## src/rtl/rf_arb_pkg.sv

```systemverilog
// Shared constants and types for the register-file write-port arbiter.
package rf_arb_pkg;

  localparam int XLEN = 32;
  localparam int AW   = 5;

  typedef logic [AW-1:0] reg_addr_t;

  // One writeback request as seen at the shared write port.
  typedef struct packed {
    reg_addr_t         addr;
    logic [XLEN-1:0]   data;
  } wb_req_t;

endpackage

```

## src/rtl/rf_arb_grant.sv

```systemverilog
// Grant selection for the shared write port.
// Build option RF_ARB_RR_EN: when defined, round-robin with a rotating start
// pointer; otherwise fixed priority, lowest index wins, and no state is kept.
module rf_arb_grant
  import rf_arb_pkg::*;
#(
  parameter int NREQ = 2
) (
`ifdef RF_ARB_RR_EN
  input  logic            clk,
  input  logic            reset,
`endif
  input  logic [NREQ-1:0] req_valid_i,
  input  logic            stall_i,
  output logic [NREQ-1:0] grant_o
);

  logic found;

`ifdef RF_ARB_RR_EN
  localparam int PW = (NREQ > 1) ? $clog2(NREQ) : 1;

  logic [PW-1:0] ptr_q, ptr_d;
  logic [PW-1:0] idx;
  logic [PW-1:0] gidx;

  // Search starting at the pointer; after a grant the pointer moves past the winner.
  always_comb begin
    grant_o = '0;
    found   = 1'b0;
    idx     = '0;
    gidx    = ptr_q;
    if (!stall_i) begin
      for (int k = 0; k < NREQ; k++) begin
        idx = PW'((int'(ptr_q) + k) % NREQ);
        if (!found && req_valid_i[idx]) begin
          grant_o[idx] = 1'b1;
          found        = 1'b1;
          gidx         = idx;
        end
      end
    end
    ptr_d = ptr_q;
    if (found) begin
      ptr_d = (int'(gidx) == NREQ - 1) ? '0 : gidx + PW'(1);
    end
  end

  // Round-robin pointer register.
  always_ff @(posedge clk or negedge reset) begin
    if (!reset) begin
      ptr_q <= '0;
    end else begin
      ptr_q <= ptr_d;
    end
  end
`else
  // Fixed priority: the lowest-indexed valid requester wins.
  always_comb begin
    grant_o = '0;
    found   = 1'b0;
    if (!stall_i) begin
      for (int k = 0; k < NREQ; k++) begin
        if (!found && req_valid_i[k]) begin
          grant_o[k] = 1'b1;
          found      = 1'b1;
        end
      end
    end
  end
`endif

endmodule

```

## src/rtl/rf_write_arbiter.sv

```systemverilog
// Shares the register file write port (WE3/A3/WD3) between NREQ writeback
// sources and keeps a per-register busy scoreboard for decode hazard checks.
// Build option RF_ARB_RR_EN selects round-robin instead of fixed priority.
module rf_write_arbiter
  import rf_arb_pkg::*;
#(
  parameter int NREQ = 2,
  parameter int XLEN = rf_arb_pkg::XLEN,
  parameter int AW   = rf_arb_pkg::AW
) (
  input  logic                 clk,
  input  logic                 reset,
  input  logic [NREQ-1:0]      req_valid,
  output logic [NREQ-1:0]      req_ready,
  input  logic [NREQ*AW-1:0]   req_addr,
  input  logic [NREQ*XLEN-1:0] req_data,
  input  logic                 wb_stall,
  input  logic                 rsv_valid,
  input  logic [AW-1:0]        rsv_addr,
  input  logic                 flush,
  input  logic [AW-1:0]        chk_a1,
  input  logic [AW-1:0]        chk_a2,
  output logic                 chk_busy1,
  output logic                 chk_busy2,
  output logic                 WE3,
  output logic [AW-1:0]        A3,
  output logic [XLEN-1:0]      WD3,
  output logic                 err
);

  localparam int NREG = 1 << AW;

  logic [NREQ-1:0] grant;
  logic            accept;
  logic            wr_en;
  logic            rsv_hit;
  logic [AW-1:0]   sel_addr;
  logic [XLEN-1:0] sel_data;

  logic            we3_q, we3_d;
  logic [AW-1:0]   a3_q, a3_d;
  logic [XLEN-1:0] wd3_q, wd3_d;
  logic [NREG-1:0] busy_q, busy_d;
  logic            err_q, err_d;

  rf_arb_grant #(.NREQ(NREQ)) u_grant (
`ifdef RF_ARB_RR_EN
    .clk         (clk),
    .reset       (reset),
`endif
    .req_valid_i (req_valid),
    .stall_i     (wb_stall),
    .grant_o     (grant)
  );

  assign req_ready = grant;
  assign accept    = |grant;
  // x0 writes complete the handshake but never reach the register file.
  assign wr_en     = accept && (sel_addr != '0);
  assign rsv_hit   = rsv_valid && !flush && (rsv_addr != '0);

  // Steer the granted requester's address and data (grant is one-hot or zero).
  always_comb begin
    sel_addr = '0;
    sel_data = '0;
    for (int i = 0; i < NREQ; i++) begin
      if (grant[i]) begin
        sel_addr = sel_addr | req_addr[i*AW +: AW];
        sel_data = sel_data | req_data[i*XLEN +: XLEN];
      end
    end
  end

  // Next state for the write port, scoreboard and sticky error flag.
  always_comb begin
    we3_d  = wr_en;
    a3_d   = accept ? sel_addr : a3_q;
    wd3_d  = accept ? sel_data : wd3_q;
    busy_d = busy_q;
    err_d  = err_q;
    if (wr_en) begin
      busy_d[sel_addr] = 1'b0;
    end
    // Reserve is applied after the clear so it wins on the same register.
    if (rsv_hit) begin
      busy_d[rsv_addr] = 1'b1;
    end
    if (flush) begin
      busy_d = '0;
    end
    // A write pairs with a same-cycle reservation of its target, so that is not an error.
    if (wr_en && !busy_q[sel_addr] && !(rsv_hit && (rsv_addr == sel_addr))) begin
      err_d = 1'b1;
    end
    // Re-reserving a register is fine when its outstanding write retires this cycle.
    if (rsv_hit && busy_q[rsv_addr] && !(wr_en && (sel_addr == rsv_addr))) begin
      err_d = 1'b1;
    end
  end

  // State registers, cleared asynchronously.
  always_ff @(posedge clk or negedge reset) begin
    if (!reset) begin
      we3_q  <= 1'b0;
      a3_q   <= '0;
      wd3_q  <= '0;
      busy_q <= '0;
      err_q  <= 1'b0;
    end else begin
      we3_q  <= we3_d;
      a3_q   <= a3_d;
      wd3_q  <= wd3_d;
      busy_q <= busy_d;
      err_q  <= err_d;
    end
  end

  assign WE3       = we3_q;
  assign A3        = a3_q;
  assign WD3       = wd3_q;
  assign err       = err_q;
  assign chk_busy1 = (chk_a1 != '0) && busy_q[chk_a1];
  assign chk_busy2 = (chk_a2 != '0) && busy_q[chk_a2];

endmodule

```

## config.mk

```make
export PLATFORM = sky130hd
export DESIGN_NAME = rf_write_arbiter
export DESIGN_NICKNAME = d
export VERILOG_FILES = /design/src/rtl/rf_arb_pkg.sv /design/src/rtl/rf_arb_grant.sv /design/src/rtl/rf_write_arbiter.sv
export SDC_FILE = /design/constraint.sdc
export NUM_CORES = 1
export LEC_CHECK = 0
export ABC_CLOCK_PERIOD_IN_PS = 3100
export CAP_MARGIN = 40
export CORE_UTILIZATION = 47
export CTS_CLUSTER_DIAMETER = 30
export DETAILED_ROUTE_END_ITERATION = 12
export PLACE_DENSITY = 0.79
export SLEW_MARGIN = 20
export SYNTH_ARGS = -nofsm -noshare
export SYNTH_HDL_FRONTEND = slang
export SYNTH_SLANG_ARGS = --single-unit
```

## constraint.sdc

```tcl
create_clock -name clk -period 3.1 [get_ports clk]
set_clock_uncertainty 0.15 [all_clocks]
set_input_delay 0.62 -clock clk [delete_from_list [all_inputs] [get_ports clk]]
set_output_delay 0.62 -clock clk [all_outputs]
set_load 0.02 [all_outputs]
```

* Yosys cells after proc, flatten, opt, wreduce, memory -nomap -nowiden *
Index checks and enable logic that the tools add are counted.
W data, S select, Z words.

operators by class
  add/subtract/negate cells = 0
  $mul = 0
  div/mod/pow operators = 0
  order comparisons = 6
  equality and inequality tests = 2
  shift-type cells = 0
  multiplexer cells = 25
  bitwise operators = 5
  reductions and logical operators = 25

operators with widths
  operator              count
  $mux W32              5
  $or A32 B32 Y32       2
  $and A32 B32 Y32      1
  $not A32 Y32          1
  $lt A5 B6 Y1 const B  4
  $bmux W1 S5           4
  $reduce_bool A5 Y1    4
  $logic_and A1 B1 Y1   14
  $mux W1               11
  $demux W1 S5          2
  $eq A5 B5 Y1          2
  $ge A5 B1 Y1 const B  2
  $mux W5               2
  $logic_not A1 Y1      5
  $or A5 B5 Y5          1
  $mux W2               1
  $reduce_bool A2 Y1    1
  $reduce_or A2 Y1      1

word-level totals
  register bits = 71
  bits in latches = 0
  memory bits (writable) = 0
  bits in read-only memories = 0
  output and inout port bits = 43
  word-level logic and storage cells = 68
  memories = 0

* Depth between registers and ports, before layout *
Gate-level depths: netlist of the first run.

  depth after elaboration = 19
  depth in mapped cells = 9
  depth with buffers taken out = 7

* Modules after synthesis *
A second synthesis of the first run with hierarchy kept.

second synthesis, totals
  cells, all modules = 454
  area, all modules = 4386.7 sq um

modules (own cells, without submodules)
  module            times used  cells an instance  area each (sq um)
  rf_write_arbiter  1           452                4367.9
  rf_arb_grant      1           2                  18.8

* Worst setup path after synthesis of the first run *
Ideal clock, no wire load.

  path type = input -> output
  from = input chk_a2[0]
  to = output chk_busy2
  data arrival time = 2301 ps
  required time = 2330 ps
  path slack = 29 ps
  stages = 4
  buffers on the path = 1
  cells stage by stage = clkbuf_1 > mux4_2 > mux4_2 > mux2_2

on the way
  cells in the longest elaborated chain, start to end = 3
  elaborated cells between the ends (all ways) = 4
  classes of those cells = mux: 2; reduce/logical: 2

RTL lines
  item                           line                     text
  start, declared                rf_write_arbiter.sv:22   input logic [AW-1:0] chk_a2,
  $bmux W1 S5                    rf_write_arbiter.sv:123  assign chk_busy2 = (chk_a2 != '0) && busy_q[chk_a2];
  $mux W1 (implied by the code)  rf_write_arbiter.sv:123
  $logic_and A1 B1 Y1 (*)        rf_write_arbiter.sv:123
  end, declared                  rf_write_arbiter.sv:24   output logic chk_busy2,

Every way passes the cells marked *; elsewhere a longest branch is shown, timed or not. The select of a mux whose other input is x is not followed.

* Final worst setup path of the first run *
  from = input req_valid[0]
  to = output req_ready[0]

on the way
  cells in the longest elaborated chain, start to end = 2

RTL lines
  item             line                    text
  start, declared  rf_write_arbiter.sv:13  input logic [NREQ-1:0] req_valid,
  $mux W1          rf_arb_grant.sv:64      if (!found && req_valid_i[k]) begin
  $mux W2          rf_arb_grant.sv:62      if (!stall_i) begin
  end, declared    rf_write_arbiter.sv:14  output logic [NREQ-1:0] req_ready,

Every way passes these cells.

==> results.toml, run 1 <==
[status]
status = "finished with violations"
failed_checks = "design-rule violations"

[grt]
grt_pass1_wl_um = 22750
antenna_found_initial = 0
grt_usage_pct = 31.09
grt-ovfl-total = 0
grt_max_degree = 34
grt_pass1_vias = 4391

[clock_tree]
clock_path_buffers = 2
cts_made_buffers = 9
clock-root-buffer = "clkbuf_8"
ctsHoldBuffers = 0
htree_levels = 3
cts_sinks = 71
insertion_delay_ns = 0.35
cts_tree = "yes"
cts.clk_slew.worst_paths_ns = 0.08

[pwr]
pwr-share-seq_pct = 42.0
power_switching_uw = 766.2
intPower_mw = 1.719
p_clk_share_pct = 30.5
switching_share_pct = 30.84
leakage_nw = 2.684
ir_drop_uv = 258.0
power_density_nw_per_um2 = 399.7
combPwrFrac_pct = 27.5

[yosys]
synth.cell_area_sq_um = 4279
synth_flop_cell = "dfrtp_1"
synth_compound_area_share_pct = 18.27
yosys.area_share.adder_pct = 0
syn_nets = 524
yosysSeqAreaShare_pct = 41.52
synth_edf_count = 0
synth_simple_gate_area_share_pct = 15.96
synth_top_family_by_area = "multiplexers"
muxShareOfSynthArea_pct = 19.42
ys_seq_elements = 71
synth.avg_cell_area_sq_um = 9.998
synthCells = 428
postSynth.asyncResetShare_pct = 100.0
synth.distinct_cells = 37
ys_warn_count = 0
synth-xor-area-share_pct = 1.023

[die]
start_util_pct = 48.83
coreArea_sq_um = 8763
die_y_um = 97.42
io_pins = 139
dieArea_sq_um = 9490
row_count = 34
die_x_um = 97.42

[timing]
min_period_over_period_pct = 98.67
finalSetupViolations = 0
min_period_ns = 3.059
hold_viol = 0
fmax_mhz = 326.9
rsz0062_at_grt = "no"
tns_ns = 0
whs_ns = 0.1054
slew_headroom_pct = 61.38
slew_viol_final = 0
worstMarginPinSlew_ns = 0.5793

[worst_setup_path]
critPathLaunchType = "input port"
end_kind = "output pin"
required_ns = 2.33
critPathKind = "input port to output pin"
worstPathMaxFanout = 6
cp.arrival_ns = 2.29

[cells_and_area]
n_fill_cell = 663
diodes = 0
area_growth_syn_to_layout_pct = 45.29
fin_util_pct = 70.95
fin_nets = 689
drive_above_1_share_pct = 18.23

[place]
port_buffers = 138
place_hpwl_um = 10510
routabilityCongestion = 1.046

[routing]
wirelength_um = 14270
first_pass_iters = 9
remaining_drc_errors = 1
wire_per_inst_um = 20.22
first_iter_violations = 350
vias = 4359
vias_per_cell = 6.174
antenna_left = 0

[worst_hold_path]
hp-class = "input port to asynchronous set/reset pin"

[run]
drv_cap = 0
==> path summary, 6_finish.rpt <==
kind	slack (ns)	startpoint	to	cells after the start
worst max register to register	0.69	busy_q[9]	err	6
worst max-delay path	0.04	req_valid[0]	req_ready[0]	4
min in group clk	0.33	WD3[7]	WD3[7]	2
worst min register to register	0.33	WD3[7]	WD3[7]	2
max in group asynchronous	1.91	reset	busy_q[13]	2
worst min-delay path	0.11	reset	WD3[19]	1
==> cell usage in the layout (no fill, tap or decap), types with 2 or more instances in the layout <==
| cell | n |
|---|---|
| o21ai_0 | 33 |
| nor2_1 | 9 |
| buf_2 | 4 |
| nand3_1 | 4 |
| mux2_2 | 4 |
| buf_6 | 5 |
| a211oi_1 | 11 |
| buf_12 | 3 |
| xor2_1 | 2 |
| a21oi_1 | 33 |
| or2_2 | 2 |
| a22oi_2 | 3 |
| inv_6 | 2 |
| or3_4 | 2 |
| clkdlybuf4s50_1 | 131 |
| a22oi_1 | 33 |
| clkbuf_8 | 9 |
| mux2_4 | 2 |
| nand2b_1 | 5 |
| mux2i_1 | 11 |
| nor2b_1 | 7 |
| nand2_1 | 117 |
| clkinvlp_4 | 2 |
| mux4_2 | 22 |
| buf_4 | 40 |
| dfrtp_1 | 71 |
| a22o_1 | 2 |
| xnor2_1 | 3 |
| mux4_1 | 6 |
| nor3_1 | 3 |
==> synthesized netlist by cell type (4+ instances only) <==
cell type    n  share of area, %
dfrtp_1     71                42
mux2i_1     11               2.6
mux4_1       6               3.7
nor2_1      10              0.88
nand2b_1     5              0.73
clkbuf_1    19               1.7
a22oi_1     33               5.8
nand3_1      4              0.47
a211oi_1    11               1.9
a21oi_1     33               3.9
mux2_2       6               1.6
buf_6        6               1.6
mux4_2      22                12
nor2b_1      8               1.2
nand2_1    117                10
o21ai_0     33               3.9
==> cells by family (layout without fill, tap and decap cells) <==
kind of cell,after synthesis,after routing
xor gates and xnor gates,5,5
DFF,71,71
muxes,45,45
AOI/OAI and AO/OA,121,121
and+or+nand+nor,156,156
buffers and inverters,30,200
==> state kept, by name, summed over array words and instances, names as in the netlist <==
signal	flops
A3	5
err	1
WE3	1
WD3	32
busy_q	32
==> critical path, stage by stage <==
cell	delay, ns
clkdlybuf4s50_1	0.57
nor2b_4	0.32
buf_4	0.17
clkdlybuf4s50_1	0.60
==> stage by stage <==
| step | area, sq um | power, mW | setup WS (ns) | cells |
|---|---|---|---|---|
| 2_1_floorplan | 4279 | 1.342 | 0.02874 | 428 |
| 3_3_place_gp | 6006 | 1.729 | -0.7049 | 688 |
| 3_5_place_dp | 6006 | 1.739 | -0.7554 | 688 |
| 4_1_cts | 6235 | 2.497 | 0.004423 | 706 |
| 5_1_grt | 6217 | 2.585 | 0.001080 | 706 |
| 6_report | 6217 | 2.485 | 0.04123 | 706 |
==> power groups by stage <==
stage	clock, mW	combinational, mW	sequential, mW
CTS	0.766	0.687	1.04
finish	0.757	0.684	1.04
detailed placement	0	0.680	1.06
floorplan	0	0.199	1.14
global placement	0	0.672	1.06
global route	0.803	0.731	1.05
==> layout make-up <==
class / count / area, sq um / share of cell area, %
flip-flops and latches: 71 / 1777 / 28.58
multi-input cells: 327 / 2357 / 37.92
clock inverters: 6 / 67.56 / 1.087
repair buffers: 184 / 1753 / 28.19
well taps: 108 / 135.1 / 2.173
clock buffers: 10 / 127.6 / 2.053
==> per-layer routing <==
| layer | routed length, um | track usage, % | vias up |
|---|---|---|---|
| met5 | 0 | 0 | - |
| met3 | 1706 | 9.065 | 46 |
| met4 | 530 | 15.27 | 0 |
| met1 | 5177 | 38.19 | 2109 |
| li1 | - | - | 1902 |
| met2 | 6859 | 50.19 | 302 |
==> timing repair <==
action                     in CTS  in global routing
setup buffers                   2                  0
gates resized for setup        29                  4
setup endpoints to repair       2                  2
Note: power is estimated with default switching activity, not from simulation.
==> run 2: changes to the inputs <==
--- a/config.mk
+++ b/config.mk
@@ -11,6 +11,7 @@
 export CTS_CLUSTER_DIAMETER = 30
 export DETAILED_ROUTE_END_ITERATION = 12
 export PLACE_DENSITY = 0.79
+export REMOVE_ABC_BUFFERS = 1
 export SLEW_MARGIN = 20
 export SYNTH_ARGS = -nofsm -noshare
 export SYNTH_HDL_FRONTEND = slang
==> run 2 against run 1 <==
The flow now finishes without violations. Critical path depth rose by 2. Cell count is 0.42% higher. Maximum frequency rose by 2.1%. Sequential power barely moved. Non-clock buffer count rose by 4. Sequential cell count did not move. Critical endpoint is now chk_busy2. Largest cell class unchanged.
==> results.toml, run 2 (synthesis gave the netlist of run 1 again) <==
[worst_setup_path]
critPathLaunchType = "input port"
cp_num_buf_inv = 3
critPathKind = "input port to output pin"
path_cells = "buf_2 > buf_8 > mux4_2 > mux4_2 > mux2_4 > buf_6"
cp_slowest_cell = "mux4_2"
end_kind = "output pin"
cp.arrival_ns = 2.23
worstPathMaxFanout = 8
required_ns = 2.33
critPathMaxStageDelay_ns = 0.49
critical-path-top-delay-family = "multiplexers"
critPathMostFrequentCell = "mux4_2"

[timing]
worstMarginPinSlew_ns = 0.6659
slew_viol_final = 0
min_period_ns = 2.996
rsz0062_at_grt = "no"
min_period_over_period_pct = 96.63
finalSetupViolations = 0
hold_viol = 0
tns_ns = 0
fmax_mhz = 333.8
slew_headroom_pct = 55.61

[clock_tree]
htree_levels = 3
post_cts_buffers = 0
clock-root-buffer = "clkbuf_8"
cts.clk_slew.worst_paths_ns = 0.08
cts_made_buffers = 9
clock_path_buffers = 2
cts_sinks = 71
cts_tree = "yes"
insertion_delay_ns = 0.35
ctsHoldBuffers = 0
ctsResizeCount = 29

[grt]
grt_pass1_vias = 4453
antenna_found_initial = 0
grt_pass1_wl_um = 22880
grt_usage_pct = 31.13
grt-ovfl-total = 0
grt_max_degree = 45

[pwr]
power_mw = 2.570
leakage_nw = 2.727
p_clk_share_pct = 32.6
switching_share_pct = 29.13
combPwrFrac_pct = 26.8
pwr-share-seq_pct = 40.7
power_switching_uw = 748.5
intPower_mw = 1.821
power_density_nw_per_um2 = 408.2
ir_drop_uv = 288.5

[die]
coreArea_sq_um = 8763
row_count = 34
start_util_pct = 48.83
die_y_um = 97.42
io_pins = 139
die_x_um = 97.42
dieArea_sq_um = 9490

[place]
routabilityCongestion = 0.9959
port_buffers = 138
place_hpwl_um = 10820

[cells_and_area]
n_fill_cell = 644
area_growth_syn_to_layout_pct = 47.13
fin_nets = 693
final_common_cell = "clkdlybuf4s50_1"
final_cell_mix = "clkdlybuf4s50_1 (131), nand2_1 (117), dfrtp_1 (71)"
drive_above_1_share_pct = 18.80
diodes = 0

[routing]
antenna_left = 0
first_pass_iters = 5
wire_per_inst_um = 20.12
wirelength_um = 14270
vias_per_cell = 6.008
remaining_drc_errors = 0
first_iter_violations = 372
vias = 4260

[status]
status = "complete, no violations"

[run]
drv_cap = 0

[worst_hold_path]
hp-class = "input port to asynchronous set/reset pin"
run 2: layout make-up:
class	count	area, sq um	area share, %
multi-input combinational	327	2357	37.44
clock inverter	5	81.33	1.292
timing repair buffer	188	1808	28.72
clock buffer	10	137.6	2.186
tap	108	135.1	2.146
sequential	71	1777	28.22
run 2: path summary, 6_finish.rpt:
check | start | end | slack, ns | cells past startpoint
worst max register to register | busy_q[5] | err | 0.68 | 6
min in group clk | WD3[9] | WD3[9] | 0.33 | 2
worst min-delay path | reset | busy_q[16] | 0.15 | 1
worst max-delay path | chk_a2[0] | chk_busy2 | 0.10 | 6
worst min register to register | WD3[9] | WD3[9] | 0.33 | 2
max in group asynchronous | reset | WD3[12] | 1.98 | 2
run 2: worst register-to-register path, stage by stage, from the launching register on:
cell	delay, ns
dfrtp_1	0.41
buf_4	0.15
mux4_1	0.48
mux4_2	0.50
mux2i_1	0.22
a21oi_1	0.07
a221o_1	0.34
run 2: metrics by stage:
step	hold slack, ns	std cells	instance area [sq um]	util, %	worst slack [ns]
4_1_cts	0.1588	709	6317	72.09	0.007373
3_3_place_gp	0.3081	694	6076	69.33	-0.7166
3_5_place_dp	0.3116	694	6076	69.33	-0.7817
2_1_floorplan	0.1744	398	4116	-	-1.169
6_report	0.1506	709	6296	71.84	0.1045
5_1_grt	0.1832	709	6296	71.84	0.06971
run 2: power by group through the flow:
stage / registers (mW) / logic [mW] / clock network (mW)
6_report: 1.05 / 0.688 / 0.837
5_1_grt: 1.05 / 0.734 / 0.893
4_1_cts: 1.04 / 0.692 / 0.846
3_5_place_dp: 1.06 / 0.687 / 0
3_3_place_gp: 1.06 / 0.674 / 0
2_1_floorplan: 1.14 / 0.168 / 0
run 2: layer usage:
metal,routed length [um],track usage [%]
met3,1459,9.568
met2,7199,51.80
met1,5249,37.88
met4,357,12.10
met5,0,0
==> run 3: changes to the inputs <==
--- a/config.mk
+++ b/config.mk
@@ -9,6 +9,7 @@
 export CAP_MARGIN = 40
 export CORE_UTILIZATION = 47
 export CTS_CLUSTER_DIAMETER = 30
+export CTS_CLUSTER_SIZE = 16
 export DETAILED_ROUTE_END_ITERATION = 12
 export PLACE_DENSITY = 0.79
 export REMOVE_ABC_BUFFERS = 1
==> results of run 3 <==
Same layout as run 2: the final DEF is identical, and so are final timing and power.
